**config.mk**
```make
export PLATFORM = sky130hd
export DESIGN_NAME = life_manager
export DESIGN_NICKNAME = d
export VERILOG_FILES = /design/src/rtl/life_manager.sv
export SDC_FILE = /design/constraint.sdc
export NUM_CORES = 1
export LEC_CHECK = 0
export BUFFER_PORTS_ARGS = -buffer_cell sky130_fd_sc_hd__buf_4
export CORE_MARGIN = 4
export CORE_UTILIZATION = 57
export CTS_CLUSTER_SIZE = 12
export DETAILED_ROUTE_END_ITERATION = 12
export PLACE_DENSITY = 0.78
export SETUP_SLACK_MARGIN = 0.02
export SYNTH_ARGS = -nofsm -noshare
export SYNTH_HDL_FRONTEND = slang
export SYNTH_SLANG_ARGS = --single-unit
```
**constraint.sdc**
```tcl
create_clock -name clk -period 2.4 [get_ports clk]
set_input_delay 0.24 -clock clk [delete_from_list [all_inputs] [get_ports clk]]
set_output_delay 0.24 -clock clk [all_outputs]
set_load 0.02 [all_outputs]
```
**src/rtl/life_manager.sv**
```systemverilog
// life_manager: owns the player's life count, runs the respawn delay and the
// game-over state, and drives the life display (value + display enable).
// Optional feature macro: LIFE_BLINK_EN (blinks lifeVisible in RESPAWN/OVER).
module life_manager #(
    parameter int unsigned INITIAL_LIVES  = 3,
    parameter int unsigned MAX_LIVES      = 9,
    parameter int unsigned RESPAWN_FRAMES = 120,
    parameter int unsigned BLINK_FRAMES   = 8
) (
    input  logic       clk,
    input  logic       resetN,
    input  logic       startOfFrame,
    input  logic       ballLost,
    input  logic       bonusLife,
    input  logic       newGame,
    output logic [3:0] life,
    output logic       lifeVisible,
    output logic       respawn,
    output logic       gameOver
);

    localparam logic [1:0] ST_PLAY    = 2'd0;
    localparam logic [1:0] ST_RESPAWN = 2'd1;
    localparam logic [1:0] ST_OVER    = 2'd2;

    localparam logic [3:0] INIT_L   = 4'(INITIAL_LIVES);
    localparam logic [3:0] MAX_L    = 4'(MAX_LIVES);
    localparam logic [7:0] FRAMES_L = 8'(RESPAWN_FRAMES);

    logic [1:0] state, state_nxt;
    logic [3:0] life_q, life_nxt;
    logic [7:0] frame_cnt, frame_nxt;
    logic       respawn_q, respawn_nxt;
    logic       over_q;

    logic [4:0] life_inc5;
    logic [3:0] life_inc;
    logic [3:0] life_dec;
    logic [3:0] life_net;

    // Saturating +1 / -1 helpers; 5-bit add keeps 15 + 1 from wrapping
    always_comb begin
        life_inc5 = {1'b0, life_q} + 5'd1;
        life_inc  = (life_inc5 > {1'b0, MAX_L}) ? MAX_L : life_inc5[3:0];
        life_dec  = (life_q == 4'd0) ? 4'd0 : life_q - 4'd1;
        // ballLost with a same-cycle bonus nets to the current count, clipped
        life_net  = bonusLife ? ((life_q > MAX_L) ? MAX_L : life_q) : life_dec;
    end

    // Next-state logic; priority newGame > ballLost > bonusLife > frame counting
    always_comb begin
        state_nxt   = state;
        life_nxt    = life_q;
        frame_nxt   = frame_cnt;
        respawn_nxt = 1'b0;
        if (newGame) begin
            state_nxt = ST_PLAY;
            life_nxt  = INIT_L;
            frame_nxt = '0;
        end else begin
            case (state)
                ST_PLAY: begin
                    if (ballLost) begin
                        life_nxt = life_net;
                        if (life_net == 4'd0) begin
                            state_nxt = ST_OVER;
                            frame_nxt = '0;
                        end else begin
                            state_nxt = ST_RESPAWN;
                            frame_nxt = FRAMES_L;
                        end
                    end else if (bonusLife) begin
                        life_nxt = life_inc;
                    end
                end
                ST_RESPAWN: begin
                    if (bonusLife) begin
                        life_nxt = life_inc;
                    end
                    if (startOfFrame) begin
                        if (frame_cnt <= 8'd1) begin
                            state_nxt   = ST_PLAY;
                            frame_nxt   = '0;
                            respawn_nxt = 1'b1;
                        end else begin
                            frame_nxt = frame_cnt - 8'd1;
                        end
                    end
                end
                ST_OVER: begin
                    life_nxt = 4'd0;
                end
                default: begin
                    state_nxt = ST_PLAY;
                    life_nxt  = INIT_L;
                    frame_nxt = '0;
                end
            endcase
        end
    end

    // State and output registers
    always_ff @(posedge clk or negedge resetN) begin
        if (!resetN) begin
            state     <= ST_PLAY;
            life_q    <= INIT_L;
            frame_cnt <= '0;
            respawn_q <= 1'b0;
            over_q    <= 1'b0;
        end else begin
            state     <= state_nxt;
            life_q    <= life_nxt;
            frame_cnt <= frame_nxt;
            respawn_q <= respawn_nxt;
            over_q    <= (state_nxt == ST_OVER);
        end
    end

    assign life     = life_q;
    assign respawn  = respawn_q;
    assign gameOver = over_q;

`ifdef LIFE_BLINK_EN
    localparam logic [4:0] BLINK_LAST = 5'(BLINK_FRAMES - 1);

    logic [4:0] blink_cnt, blink_nxt;
    logic       vis_q, vis_nxt;

    // Blink sequencing: solid in PLAY, restart dark on leaving PLAY, then
    // toggle every BLINK_FRAMES frames while in RESPAWN or OVER
    always_comb begin
        blink_nxt = blink_cnt;
        vis_nxt   = vis_q;
        if (state_nxt == ST_PLAY) begin
            blink_nxt = '0;
            vis_nxt   = 1'b1;
        end else if (state == ST_PLAY) begin
            blink_nxt = '0;
            vis_nxt   = 1'b0;
        end else if (startOfFrame) begin
            if (blink_cnt >= BLINK_LAST) begin
                blink_nxt = '0;
                vis_nxt   = ~vis_q;
            end else begin
                blink_nxt = blink_cnt + 5'd1;
            end
        end
    end

    // Blink registers
    always_ff @(posedge clk or negedge resetN) begin
        if (!resetN) begin
            blink_cnt <= '0;
            vis_q     <= 1'b1;
        end else begin
            blink_cnt <= blink_nxt;
            vis_q     <= vis_nxt;
        end
    end

    assign lifeVisible = vis_q;
`else
    assign lifeVisible = 1'b1;
`endif

endmodule
```
==> results of run 1 <==
Yosys cell counts, drive strengths merged (4+ instances only):
cell	count	area [um2]
a211oi	4	30.03
a21oi	10	50.05
buf	5	33.78
dfrtp	14	350.3
ha	6	75.07
inv	8	30.03
nand2	8	30.03
nand2b	6	37.54
nand3b	4	30.03
nor2	16	62.56
nor3	7	40.04
o21ai	14	70.06
or3	6	38.79
final cells by class:
type	instances	area [um2]
repair buffers	14	107.6
inverters	8	30.03
fillers	171	653.1
multi-input cells	111	708.2
well taps	27	33.78
flip-flops and latches	16	402.9
clock buffers	4	26.28
placed cells by master, fill, tap and decap left out, types with 3 or more instances in the layout:
master    count
nor2_1       15
dfrtp_1      14
buf_4        13
a21oi_1      10
o21ai_0       9
inv_1         8
nand2_1       8
nand2b_1      6
nor3_1        6
ha_1          6
or3_1         5
o21ai_1       5
nand3b_1      4
a211oi_1      4
clkbuf_4      3
layer usage:
metal  wire length [um]  global-route usage, %  vias to the layer above
met4                 34                  8.936                        0
met3                 72                  4.155                        5
li1                   -                      -                      541
met5                  0                      0                        -
met2               1284                  34.90                       17
met1               1207                  25.65                      512
metrics by stage:
stage / hold slack (ps) / total power [W] / instance area [um2]
CTS: 167.7 / 0.001227 / 1294
detailed placement: 106.4 / 0.001078 / 1257
global placement: 104.1 / 0.001054 / 1257
global route: 177.0 / 0.001355 / 1309
floorplan: -55.59 / 0.0009216 / 1182
finish: 175.6 / 0.001251 / 1309
registers in the layout, indices dropped and copies added (netlist names):
name       cells
state          2
gameOver       1
frame_cnt      8
respawn        1
life           4
power breakdown:
group | switching, W | internal (W) | total, W
Clock | 0.0000843 | 0.0000646 | 0.000149
Combinational | 0.000373 | 0.000274 | 0.000647
Sequential | 0.000109 | 0.000346 | 0.000455
logic make-up (layout without fill, tap and decap cells):
logic type / count (synthesis) / after routing / share of synthesized area [%]
simple gates: 58 / 58 / 27.41
compound gates: 44 / 44 / 24.23
flops: 16 / 16 / 34.07
buf+inv: 15 / 26 / 6.032
fa+ha+maj: 6 / 6 / 6.349
other cells: 1 / 1 / 0.3172
xor+xnor: 1 / 1 / 0.7409
mux: 1 / 1 / 0.8466
worst min path at each step:
stage / slack [ps] / cells after the start / to / start
global route: 180 / 2 / life[3]$_DFF_PN0_ / newGame
detailed placement: 110 / 1 / state[1]$_DFF_PN0_ / resetN
floorplan: -60 / 0 / frame_cnt[0]$_DFFE_PN0P_ / resetN
global placement: 100 / 1 / gameOver$_DFF_PN0_ / resetN
finish: 180 / 2 / life[3]$_DFF_PN0_ / newGame
CTS: 170 / 2 / life[3]$_DFF_PN0_ / newGame
worst reg2reg max path: cells and delay by family (launching register included):
family                   cells  cell delay [ps]
adder cells (fa/ha/maj)      1              250
AND/OR/NAND/NOR              2              370
flip-flops                   1              620
AO/OA/AOI/OAI                3              720
buffers and inverters        1              120
what timing repair did:
item                                   4_1_cts  5_1_grt
setup endpoints to repair                    0        2
resized for setup                            0        0
buffers inserted                             0        2
endpoints found under the hold margin       14        0
hold buffers                                 1        0
==> flow_summary.ini, run 1 <==
[global_routing]
first_global_vias = 1017
grt-ovfl-total = 0
grt_max_degree = 17
grt_use_total_pct = 20.74
grt_pass1_wl_um = 4360
antenna_found_initial = 0

[floorplanning]
initial_utilization_pct = 60.27
core_mm2 = 0.001962
dieHeight_um = 53.55
rows = 16
dieArea_mm2 = 0.002867
die_w_um = 53.55
ios = 13

[synthesis]
synth_edf_count = 0
ys_async_sr_fraction_pct = 100.0
synth_cells = 142
synth_ff_type = dfrtp_1
ys_seq_area_share_pct = 34.07
synthDistinctLibCells = 47
yosysWarningCount = 0
synth-seq-cells = 16
synth.cell_area_mm2 = 0.001182
syn_nets = 154
avgSynthCellArea_um2 = 8.327

[timing]
slew_viol_final = 0
fin_ws_ps = 216.9
tightest_slew_ps = 537.3
rsz0062_at_grt = no
relSlewSlack_pct = 63.98
finalSetupTns_ps = 0
fmax_mhz = 458.1
period_minus_slack_ps = 2183
period_share_pct = 90.96
setup_viol = 0
hold_violations = 0
skew_ps = 5.350

[power]
ir_worst_vdd_v = 0.0005325
leakage_nw = 0.5722
power.density_mw_per_mm2 = 955.5

[clock_network]
cts_sinks = 16
cts_buffer_depth = 2
clk_latency_ps = 290
cts_made_buffers = 3
cts-root-buf = clkbuf_4
cts_tree = done
cts.clk_slew.worst_paths_ps = 90
htree_levels = 1

[place]
gp_congestion = 0.8896
io_buffers = 11
dp_slack_ps = 202.5
dp_cells = 173
dpl.hpwl_um = 1940

[detailed_routing]
wire_per_inst_um = 14.44
vias = 1075
dr.pass1.iters = 4
route.detailed.drc = 0
drt_iter0_markers = 31
routed_wl_um = 2599
viasPerCell = 5.972
ant_nets = 0

[critical_path]
cp.arrival_ps = 2360
cp-end-kind = flip-flop
ff2ff_path_depth = 7
crit_start = life[1]$_DFF_PN1_
r2r_end = state[0]$_DFF_PN0_
path_max_fanout = 7
worstReg2RegStart = life[1]$_DFF_PN1_
criticalPathCategory = reg -> reg
cp-start-kind = flip-flop
crit_path_top_delay_cell = dfstp_2
path_cells = inv_1 -> ha_1 -> nor2_1 -> o31ai_1 -> a311o_1 -> o31a_1 -> or2_1
slowest_delay_ps = 620
path_buf_inv = 1
crit_end = state[0]$_DFF_PN0_
rrSetupSlack_ps = 220
critPathTopFamily = compound AO/OA/AOI/OAI gates
worst_ep_required_time_ps = 2580
crit_cells = 7

[final_layout]
finalNetCount = 166
n_antenna_cell = 0
final_util_pct = 66.71
fin_cells = 180
syn2layout_area_growth_pct = 10.69
drive_gt1_share_pct = 15.03

[run_status]
status = complete, no violations

[worst_hold_path]
min_path_type = in -> reg

[flow_run]
cap_violations = 0
(Power assumes the default switching activity.)
==> run 2: changes to the inputs <==
Settings changed: BUFFER_PORTS_ARGS -buffer_cell sky130_fd_sc_hd__buf_4 to -buffer_cell sky130_fd_sc_hd__buf_2.
==> run 2 against run 1 <==
Critical path depth unchanged. First-iteration DRC count grew 110%. Power shrank 1.3%. Cell count did not move. Global-route usage is 0.41 points higher. Worst hold slack improved by 39 ps. Sequential power down 0.9%. Flip-flop and latch count is the same. Fmax rose by 0.11%. Die area did not move. Non-clock buffer count did not move. Sequential share of layout area grew 0.66 points. Critical endpoint is now frame_cnt[4]$_DFFE_PN0P_.
==> flow_summary.ini, run 2 (synthesis results as in run 1) <==
[timing]
fmax_mhz = 458.6
slew_viol_final = 0
tightest_slew_ps = 522.5
fin_hold_ws_ps = 214.2
rsz0062_at_grt = no
setup_viol = 0
period_minus_slack_ps = 2181
hold_violations = 0
relSlewSlack_pct = 64.97
period_share_pct = 90.86
finalSetupTns_ps = 0
skew_ps = 8.902

[global_routing]
grt_max_degree = 17
first_global_vias = 1052
grt_pass1_wl_um = 4491
grt-ovfl-total = 0
antenna_found_initial = 0
grt_use_total_pct = 21.15

[clock_network]
cts-root-buf = clkbuf_4
cts_made_buffers = 3
cts_sinks = 16
cts.clk_slew.worst_paths_ps = 100
htree_levels = 1
clk_latency_ps = 290
cts-resized-gates = 0
cts_buffer_depth = 2
cts_tree = done

[place]
gp_congestion = 0.8824
dpl.hpwl_um = 1934
io_buffers = 11

[critical_path]
worstReg2RegStart = life[1]$_DFF_PN1_
ff2ff_path_depth = 7
cp-end-kind = flip-flop
crit_start = life[1]$_DFF_PN1_
path_max_fanout = 7
worst_ep_required_time_ps = 2580
slowest_delay_ps = 410
cp.arrival_ps = 2360
path_cells = inv_1 -> ha_1 -> nor3b_2 -> o31ai_1 -> a311o_1 -> o31a_1 -> a211o_1
criticalPathCategory = reg -> reg
crit_path_top_delay_cell = dfstp_2
rrSetupSlack_ps = 220
r2r_end = frame_cnt[4]$_DFFE_PN0P_
cp-start-kind = flip-flop

[final_layout]
drive_gt1_share_pct = 15.03
fillCellCount = 180
layout_common_cells = nor2_1, dfrtp_1, buf_2, a21oi_1, o21ai_0
largest_reg_flops = 8
finalNetCount = 166
seq_area_um2 = 402.9
final_common_cell = nor2_1
final_util_pct = 65.31
multiInputGateArea_um2 = 708.2
syn2layout_area_growth_pct = 8.360
n_antenna_cell = 0
regMostFlops = frame_cnt

[flow_run]
cap_violations = 0

[detailed_routing]
vias = 1122
drt_iter0_markers = 65
viasPerCell = 6.233
routed_wl_um = 2591
route.detailed.drc = 0
wire_per_inst_um = 14.39
dr.pass1.iters = 4
ant_nets = 0

[power]
power.density_mw_per_mm2 = 963.4
pwr-share-comb_pct = 51.2
sequentialPowerShare_pct = 36.5
ir_worst_vdd_v = 0.0005930
cell_internal_pwr_w = 0.0006715
leakage_nw = 0.5651
p_switching_w = 0.0005629
sw_frac_of_total_pct = 45.60
clkPwrFrac_pct = 12.3

[worst_hold_path]
min_path_type = in -> reg
worstHoldPathCells = 2
hold_path_end = life[3]$_DFF_PN0_
hold_start = newGame

[floorplanning]
die_w_um = 53.55
rows = 16
dieHeight_um = 53.55
core_mm2 = 0.001962
dieArea_mm2 = 0.002867
ios = 13
initial_utilization_pct = 60.27

[run_status]
status = complete, no violations
run 2: stage by stage:
stage | std cells | instance area (um2) | worst slack, ps | power (W)
final | 180 | 1281 | 219.3 | 0.001234
after global routing | 180 | 1281 | 55.06 | 0.001342
after CTS | 178 | 1266 | 182.8 | 0.001213
after detailed placement | 173 | 1230 | 196.0 | 0.001061
after global placement | 173 | 1230 | 270.2 | 0.001037
after floorplan | 142 | 1182 | 209.5 | 0.0009216
run 2: worst max-delay path by stage:
| stage | endpoint | depth (start not counted) |
|---|---|---|
| 3_5_place_dp | state[0]$_DFF_PN0_ | 7 |
| 5_1_grt | state[0]$_DFF_PN0_ | 7 |
| 4_1_cts | frame_cnt[4]$_DFFE_PN0P_ | 7 |
| 3_3_place_gp | state[0]$_DFF_PN0_ | 7 |
| 6_report | frame_cnt[4]$_DFFE_PN0P_ | 7 |
| 2_1_floorplan | state[0]$_DFF_PN0_ | 8 |
run 2: power by group through the flow:
stage | logic [W] | registers, W | clock network [W]
4_1_cts | 0.000602 | 0.000458 | 0.000153
3_3_place_gp | 0.000580 | 0.000457 | 0
6_report | 0.000632 | 0.000451 | 0.000152
3_5_place_dp | 0.000600 | 0.000461 | 0
5_1_grt | 0.000709 | 0.000468 | 0.000165
2_1_floorplan | 0.000484 | 0.000438 | 0
run 2: layout make-up:
type / instances / area share [%]
clock buffers: 4 / 2.051
well taps: 27 / 2.637
multi-input cells: 111 / 55.27
flip-flops and latches: 16 / 31.45
repair buffers: 14 / 6.250
inverters: 8 / 2.344
run 2: per-layer routing:
| layer | wire [um] | GRT usage [%] |
|---|---|---|
| met5 | 0 | 0 |
| met4 | 30 | 5.957 |
| met3 | 174 | 6.094 |
| met1 | 1098 | 26.53 |
| met2 | 1287 | 35.31 |
run 2: what timing repair did:
action	CTS	global route
endpoints found under the setup margin	0	2
setup buffers	0	2
hold buffers	1	0
endpoints found under the hold margin	14	0
run 2: critical path: cells and delay by family (launching register included):
kind | cells | cell delay [ps]
simple gates | 1 | 260
compound gates | 4 | 1000
flops | 1 | 410
fa+ha+maj | 1 | 260
buf+inv | 1 | 140
==> run 3: changes to the inputs <==
Settings changed: RECOVER_POWER from default to 50.
==> run 3 against run 2 <==
Register-to-register slack about the same. Via count about the same. Routed wire length up 0.27%. Fmax is essentially flat. Design area down 0.39%. Clock power about the same. Die area unchanged. First-iteration DRC count unchanged. Critical path depth unchanged. Combinational power about the same. Non-clock buffer count unchanged. Setup slack hardly changed.
==> flow_summary.ini, run 3 (synthesis results as in run 1) <==
[run_status]
status = complete, no violations

[timing]
tightest_slew_ps = 843.9
period_share_pct = 90.87
fmax_mhz = 458.5
skew_ps = 9.087
hold_violations = 0
setup_viol = 0
period_minus_slack_ps = 2181
relSlewSlack_pct = 43.74
finalSetupTns_ps = 0
fin_ws_ps = 219.0
slew_viol_final = 0
rsz0062_at_grt = no

[global_routing]
first_global_vias = 1052
antenna_found_initial = 0
grt_use_total_pct = 21.15
met1_usage_pct = 26.53
groute.layer.met3.usage_pct = 6.094
grt_use_met2_pct = 35.31
top_usage_layer = met2
grt_max_degree = 17
grt_pass1_wl_um = 4491
grt-ovfl-total = 0

[final_layout]
final_util_pct = 65.05
syn2layout_area_growth_pct = 7.936
regMostFlops = frame_cnt
drive_gt1_share_pct = 12.42
finalNetCount = 166
final_area_mm2 = 0.001276
final_common_cell = nor2_1
fillCellCount = 182
largest_reg_flops = 8
layout_common_cells = nor2_1, dfrtp_1, a21oi_1, o21ai_0
n_antenna_cell = 0

[detailed_routing]
drt_iter0_markers = 65
wire_per_inst_um = 14.43
dr.pass1.iters = 4
vias = 1123
viasPerCell = 6.239
routed_wl_um = 2598
route.detailed.drc = 0
ant_nets = 0

[power]
power.density_mw_per_mm2 = 966.4
ir_worst_vdd_v = 0.0005970
leakage_nw = 0.5495
total_power_w = 0.001233

[worst_hold_path]
min_path_type = in -> reg
worstHoldPathCells = 2
hold_start = newGame

[floorplanning]
rows = 16
dieArea_mm2 = 0.002867
initial_utilization_pct = 60.27
ios = 13
die_w_um = 53.55
core_mm2 = 0.001962
dieHeight_um = 53.55

[place]
dpl-instance-area_mm2 = 0.001230
dp_slack_ps = 196.0
gp_congestion = 0.8824
io_buffers = 11
dpl.hpwl_um = 1934

[clock_network]
cts_tree = done
cts.clk_slew.worst_paths_ps = 100
cts-resized-gates = 0
cts_buffer_depth = 2
clk_latency_ps = 290
cts_sinks = 16
cts-root-buf = clkbuf_4
cts_made_buffers = 3
htree_levels = 1

[critical_path]
cp-start-kind = flip-flop
cp-end-kind = flip-flop
path_max_fanout = 7
criticalPathCategory = reg -> reg
worst_ep_required_time_ps = 2580
ff2ff_path_depth = 7
cp.arrival_ps = 2360
worstReg2RegStart = life[1]$_DFF_PN1_
crit_start = life[1]$_DFF_PN1_

[flow_run]
cap_violations = 0
run 3: changes by cell type in the layout (fill, tap and decap cells not counted), sizes merged:
cell,before,now
buf,13,9
clkbuf,4,8
run 3: per-stage QoR:
stage,cells,hold slack (ps)
3_3_place_gp,173,159.5
2_1_floorplan,142,-55.59
6_report,180,213.4
4_1_cts,178,215.9
5_1_grt,180,229.1
3_5_place_dp,173,166.1
run 3: worst paths after layout:
check                                      endpoint  slack [ps]
min in group asynchronous        gameOver$_DFF_PN0_         560
max reg2reg                frame_cnt[4]$_DFFE_PN0P_         220
min                               life[3]$_DFF_PN0_         210
max                        frame_cnt[4]$_DFFE_PN0P_         220
min reg2reg                frame_cnt[7]$_DFFE_PN0P_         560
max in group asynchronous  frame_cnt[1]$_DFFE_PN0P_        1310
run 3: per-layer routing:
layer	up-vias	wire length, um	share of wire (%)
met5	-	0	0
met4	0	30	1.2
met3	7	171	6.6
met2	41	1283	49
met1	535	1113	43
li1	540	-	-
run 3: cell type report:
class / count / area [um2] / share of cell area (%)
multi-input combinational: 111 / 708.2 / 55.49
sequential: 16 / 402.9 / 31.57
timing repair buffer: 14 / 75.07 / 5.882
tap: 27 / 33.78 / 2.647
inverter: 8 / 30.03 / 2.353
clock buffer: 4 / 26.28 / 2.059
run 3: timing repair:
| action | in CTS | in global routing |
|---|---|---|
| hold endpoints to repair | 14 | 0 |
| setup endpoints to repair | 0 | 2 |
| hold buffers | 1 | 0 |
| buffers inserted | 0 | 2 |
run 3: power breakdown:
part           switching, W  internal, W  total (W)
combinational      0.000371     0.000259   0.000630
clock             0.0000875    0.0000647   0.000152
sequential         0.000105     0.000346   0.000451
total              0.000564     0.000670    0.00123
run 3: worst max-delay path, cell delays in order, from the launching register on:
cell and delay (ps):
dfstp_2 410, inv_1 140, ha_1 260, nor3b_2 260, o31ai_1 130, a311o_1 340, o31a_1 290, a211o_1 240
